File: config.mk
export PLATFORM = sky130hd
export DESIGN_NAME = systolic_sched
export DESIGN_NICKNAME = d
export VERILOG_FILES = /design/src/rtl/systolic_sched.sv
export SDC_FILE = /design/constraint.sdc
export NUM_CORES = 1
export LEC_CHECK = 0
export CAP_MARGIN = 0
export CORE_MARGIN = 10
export CORE_UTILIZATION = 43
export DETAILED_ROUTE_END_ITERATION = 12
export PLACE_DENSITY = 0.72
export SLEW_MARGIN = 30
export SYNTH_ARGS = -nofsm -noshare
export SYNTH_HDL_FRONTEND = slang
export SYNTH_SLANG_ARGS = --single-unit
export TNS_END_PERCENT = 1
File: constraint.sdc
create_clock -name clk -period 2.7 [get_ports clk]
set_input_delay 0.54 -clock clk [delete_from_list [all_inputs] [get_ports clk]]
set_output_delay 0.54 -clock clk [all_outputs]
set_load 0.005 [all_outputs]
File: src/rtl/systolic_sched.sv
// Tile scheduler: sweeps col weight columns per tile into the array, fires conv_ctrl, waits conv_finish.
// Latency: first read 1 cycle after start, conv_ctrl at col+2, done 2 cycles after the last conv_finish.
// Backpressure: none; start is ignored while busy. Optional RUN watchdog under `define SCHED_TIMEOUT_EN.
module systolic_sched #(
  parameter int col     = 32,
  parameter int row     = 32,
  parameter int ADDR_W  = 10,
  parameter int TILE_W  = 8,
  parameter int TIMEOUT = 4096
) (
  input  logic              clk,
  input  logic              nrst,
  input  logic              start,
  input  logic [TILE_W-1:0] num_tiles,
  output logic              busy,
  output logic              done,
  output logic [TILE_W-1:0] tile_idx,
  output logic              wbuf_rd_en,
  output logic [ADDR_W-1:0] wbuf_rd_addr,
  output logic [col-1:0]    weight_en,
  output logic              conv_ctrl,
  input  logic              conv_finish,
  output logic              err
);

  localparam int CW = (col > 1) ? $clog2(col) : 1;

  if (col < 2 || row < 1 || TIMEOUT < 1) begin : g_cfg_check
    $error("systolic_sched: unsupported configuration");
  end

  typedef enum logic [2:0] {
    S_IDLE, S_LOAD, S_FLUSH, S_START, S_RUN, S_DONE
  } state_t;

  state_t            state;
  logic [CW-1:0]     col_cnt;
  logic [TILE_W-1:0] num_q;

`ifdef SCHED_TIMEOUT_EN
  localparam int WD_W = $clog2(TIMEOUT + 1);
  logic [WD_W-1:0] wd;
`else
  assign err = 1'b0;
`endif

  always_ff @(posedge clk or negedge nrst) begin
    if (!nrst) begin
      state        <= S_IDLE;
      col_cnt      <= '0;
      num_q        <= '0;
      busy         <= 1'b0;
      done         <= 1'b0;
      tile_idx     <= '0;
      wbuf_rd_en   <= 1'b0;
      wbuf_rd_addr <= '0;
      weight_en    <= '0;
      conv_ctrl    <= 1'b0;
`ifdef SCHED_TIMEOUT_EN
      wd           <= '0;
      err          <= 1'b0;
`endif
    end else begin
      weight_en <= '0;
      conv_ctrl <= 1'b0;
      done      <= 1'b0;
      case (state)
        S_IDLE: begin
          if (start) begin
            num_q        <= num_tiles;
            tile_idx     <= '0;
            busy         <= 1'b1;
            col_cnt      <= '0;
            wbuf_rd_addr <= '0;
`ifdef SCHED_TIMEOUT_EN
            err          <= 1'b0;
`endif
            if (num_tiles == '0) begin
              state <= S_DONE;
            end else begin
              state      <= S_LOAD;
              wbuf_rd_en <= 1'b1;
            end
          end
        end
        S_LOAD: begin
          // The column enable trails the read by one cycle to line up with buffer data.
          weight_en <= {{(col-1){1'b0}}, 1'b1} << col_cnt;
          if (col_cnt == CW'(col - 1)) begin
            wbuf_rd_en <= 1'b0;
            col_cnt    <= '0;
            state      <= S_FLUSH;
          end else begin
            col_cnt      <= col_cnt + 1'b1;
            wbuf_rd_addr <= wbuf_rd_addr + 1'b1;
          end
        end
        S_FLUSH: begin
          conv_ctrl <= 1'b1;
          state     <= S_START;
        end
        S_START: begin
          state <= S_RUN;
`ifdef SCHED_TIMEOUT_EN
          wd    <= '0;
`endif
        end
        S_RUN: begin
          if (conv_finish) begin
            if (tile_idx == num_q - 1'b1) begin
              state <= S_DONE;
            end else begin
              // Tiles are contiguous, so the running address already equals tile_idx*col+c.
              tile_idx     <= tile_idx + 1'b1;
              wbuf_rd_addr <= wbuf_rd_addr + 1'b1;
              wbuf_rd_en   <= 1'b1;
              state        <= S_LOAD;
            end
          end
`ifdef SCHED_TIMEOUT_EN
          else if (wd == WD_W'(TIMEOUT - 1)) begin
            err   <= 1'b1;
            done  <= 1'b1;
            busy  <= 1'b0;
            state <= S_IDLE;
          end else begin
            wd <= wd + 1'b1;
          end
`endif
        end
        S_DONE: begin
          done  <= 1'b1;
          busy  <= 1'b0;
          state <= S_IDLE;
        end
        default: state <= S_IDLE;
      endcase
    end
  end

endmodule

==> results by group <==
Power
  – Tot Pwr: between 3 and 4 mW
  – Total leakage power: approximately 1.9 nW
  – Power density over the cells: 864 nW/um2
  – Peak supply drop: roughly 0.33 mV

Run
  – Max-capacitance violation count: 0

Logic synthesis
  – Prevailing post-synth register cell: sky130_fd_sc_hd__dfrtp_1
  – Post-synth EDFFs: 0
  – Syn Inst Count: 336
  – Async set-reset flop share out of synthesis: 100%
  – Portion of synthesized cell area occupied by the leading cell type: a little over half
  – Area leader, netlist: sky130_fd_sc_hd__dfrtp_1
  – Number of library cell types mapped by synthesis: 50
  – Sequential-to-total area share from yosys stat: between 50% and 60%
  – Count of synthesis-stage warnings from yosys: 0
  – Area contributors post-synth: sky130_fd_sc_hd__dfrtp_1 (53%), sky130_fd_sc_hd__nand2_1 (5.0%), sky130_fd_sc_hd__nor2_1 (4.9%)
  – Total standard cell area after synthesis: roughly 3300 um2
  – Net Count, Synth: approximately 360
  – Yosys reg bits: 70
  – Synthesized area per cell: slightly below 10 um2

Critical path
  – Data arrival at the endpoint of the critical path: about 2.9 ns
  – Largest fanout on the critical path: 5
  – Setup slack of the worst register-to-register path: between 0.1 and 0.15 ns
  – Required time of the critical path: 2.98 ns
  – Reg2Reg Launch Point: col_cnt[0]$_DFFE_PN0P_
  – Critical path type: reg -> reg
  – Terminus of the critical flop-to-flop path: wbuf_rd_addr[9]$_DFFE_PN0P_
  – Crit start category: flop
  – Critical Path End Type: flop
  – Worst reg-to-reg path cell count: 9

Routing
  – Highest metal layer used by the detailed router: met4
  – Post-route DRC violation count: 0
  – Met1 wire length: 3230 um
  – Remaining number of nets flagged by the antenna check after routing: 0
  – Total number of vias: roughly 2,700
  – Iteration count of the initial detailed-routing pass: 4
  – Post-detailed-routing wire length: a little under 8000 um
  – Wire length on met2: 3690 um
  – DRC violation total after the first TritonRoute iteration: 85
  – Routed wire length per instance: 15.0 um
  – Met3 Wirelength: between 600 and 700 um
  – Vias per Instance: 5.20

Timing
  – Max-slew headroom: between 50% and 60%
  – Final number of setup-violating endpoints: 0
  – Final worst path period need: approximately 2.6 ns
  – Transition time at the pin with the least slew margin: 0.653 ns
  – Total Negative Setup Slacks: 0 ns
  – Final Hold Viols: 0
  – Final cycle utilization of the critical path: between 90% and 100%
  – Fin. max-slew vios: 0
  – Post-route clock skew: between 0.008 and 0.009 ns
  – Upper clock frequency limit: around 0.39 GHz
  – Setup repair after global routing missed its margin: false

CTS
  – Number of post-CTS setup repair buffers: 0
  – Sinks on Clock Net: 70
  – Quantity of hold-fixing buffers added after cts: 0
  – Num CTS Buffers: 9
  – CTS tree: built
  – Clock-pin transition on the worst setup and hold timing paths: approximately 0.080 ns
  – Resized Gates After CTS: 0
  – H-tree depth: 3
  – Maximum clock path buffer count: 2
  – Latest clock arrival within the worst-skew pair: ~0.35 ns
  – CTS root buf: sky130_fd_sc_hd__clkbuf_8

Floorplanning
  – Standard-cell row count: 31
  – Chip height: 107 um
  – Die area: 11,500 um2
  – Effective utilization at floorplan: 44.8%
  – Area of the core: about 7300 um2
  – Die Width: approximately 110 um
  – Ports: 67

Global route
  – Number of antenna violations at the first check in global routing: 0
  – Wire length of the first global-routing pass: approximately 13,000 um
  – Via count of the first global-routing pass: roughly 2,600
  – Global Route Usage Sum: between 10% and 20%
  – Global route total overflow: 0
  – Maximum number of pins on one net before global-route repair: 53

Finish
  – Area grow syn2layout: 30.6%
  – Number of nets in the layout: approximately 430
  – Leading cell type in the layout, fill and taps excluded: sky130_fd_sc_hd__dfrtp_1
  – Most frequent cells in the layout: sky130_fd_sc_hd__dfrtp_1 (70), sky130_fd_sc_hd__clkdlybuf4s50_1 (64), sky130_fd_sc_hd__nand2_1 (44)
  – Total non-filler cell area in the finished layout: approximately 4300 um2
  – Fill cell instance count of the final layout: about 640
  – Layout cells sized above 1: 10.3%
  – Diodes inserted: 0

Placed design
  – Dpl hpwl: approximately 5600 um
  – Cell area after placement: ~4100 um2
  – Port-buffer cells: 65
  – Final weighted congestion of routability-driven global placement: 0.835

Min path
  – Path category of the worst min-delay check: in -> async

Outcome
  – Run status: completed
-- registers in the layout (all words and copies together), names as in the netlist --
name,flops
weight_en,32
wbuf_rd_addr,10
num_q,8
tile_idx,8
col_cnt,5
state,3
busy,1
conv_ctrl,1
done,1
wbuf_rd_en,1
-- area by class of cell --
| cell class | count | area (um2) | share of cell area, % |
|---|---|---|---|
| clock buffer | 12 | 145 | 3.38 |
| clock inverter | 4 | 22.5 | 0.525 |
| inverter | 12 | 45.0 | 1.05 |
| multi-input combinational | 238 | 1430 | 33.3 |
| sequential | 70 | 1750 | 40.8 |
| tap | 99 | 124 | 2.89 |
| timing repair buffer | 80 | 771 | 18.0 |
-- kinds of logic (layout without fill, tap and decap cells) --
group                    Yosys count  in the layout  share of synthesized area (%)
AO/OA/AOI/OAI                     57             57                           11.2
XOR/XNOR                          12             12                           3.20
adder cells (fa/ha/maj)           10             10                           3.81
buffers and inverters             28            108                           3.81
flip-flops                        70             70                           53.3
multiplexers                       4              4                           1.30
other                              1              1                          0.114
AND/OR/NAND/NOR                  154            154                           23.2
-- stage by stage --
step / cells / setup WS, ns / hold slack (ns) / util, %
2_1_floorplan: 336 / 0.0311 / 0.244 / -
3_3_place_gp: 499 / 0.103 / 0.511 / 56.0
3_5_place_dp: 499 / 0.0483 / 0.516 / 56.0
4_1_cts: 515 / 0.0192 / 0.142 / 58.3
5_1_grt: 515 / 0.00644 / 0.157 / 58.5
6_report: 515 / 0.131 / 0.130 / 58.5
-- how the worst max path moves through the flow --
stage,start,to,slack (ns),depth (start not counted)
after floorplan,col_cnt[0]$_DFFE_PN0P_,wbuf_rd_addr[5]$_DFFE_PN0P_,0.03,9
after global placement,col_cnt[0]$_DFFE_PN0P_,wbuf_rd_addr[9]$_DFFE_PN0P_,0.10,9
after detailed placement,col_cnt[0]$_DFFE_PN0P_,wbuf_rd_addr[9]$_DFFE_PN0P_,0.05,9
after CTS,col_cnt[0]$_DFFE_PN0P_,wbuf_rd_addr[9]$_DFFE_PN0P_,0.02,9
after global routing,col_cnt[0]$_DFFE_PN0P_,wbuf_rd_addr[9]$_DFFE_PN0P_,0.006,9
final,col_cnt[0]$_DFFE_PN0P_,wbuf_rd_addr[9]$_DFFE_PN0P_,0.13,9
-- report_power, final --
group          total (mW)  switching, mW  leakage, nW  internal (mW)
combinational        1.46          0.743        0.908          0.721
sequential           1.50          0.231        0.934           1.27
clock               0.739          0.385       0.0861          0.354
-- layer usage --
metal	GRT usage, %	vias to the layer above
li1	-	1303
met1	15.7	1276
met2	21.5	89
met3	5.93	12
met4	4.48	0
met5	0	-
-- Yosys cell counts, types with 4 or more instances --
cell,instances
sky130_fd_sc_hd__or4_1,5
sky130_fd_sc_hd__nor4_1,4
sky130_fd_sc_hd__nand2_1,44
sky130_fd_sc_hd__a31oi_1,4
sky130_fd_sc_hd__and3_1,6
sky130_fd_sc_hd__nand3_1,13
sky130_fd_sc_hd__a21o_1,5
sky130_fd_sc_hd__a21oi_1,15
sky130_fd_sc_hd__xor2_1,6
sky130_fd_sc_hd__ha_1,10
sky130_fd_sc_hd__xnor2_1,6
sky130_fd_sc_hd__nor2b_1,4
sky130_fd_sc_hd__clkbuf_1,8
sky130_fd_sc_hd__nand2b_1,7
sky130_fd_sc_hd__nor2_1,43
sky130_fd_sc_hd__nor3_1,7
sky130_fd_sc_hd__inv_1,12
sky130_fd_sc_hd__o31ai_1,5
sky130_fd_sc_hd__dfrtp_1,70
sky130_fd_sc_hd__o21ai_0,13
-- worst max-delay path: stages (launching register included) --
cell,delay [ns]
sky130_fd_sc_hd__dfrtp_1,0.38
sky130_fd_sc_hd__ha_2,0.19
sky130_fd_sc_hd__and3_1,0.18
sky130_fd_sc_hd__ha_1,0.21
sky130_fd_sc_hd__or4b_4,0.52
sky130_fd_sc_hd__o21ai_4,0.09
sky130_fd_sc_hd__nand4_1,0.16
sky130_fd_sc_hd__buf_4,0.19
sky130_fd_sc_hd__or4_1,0.47
sky130_fd_sc_hd__a21oi_1,0.13
Note: power is estimated with default switching activity, not from simulation.
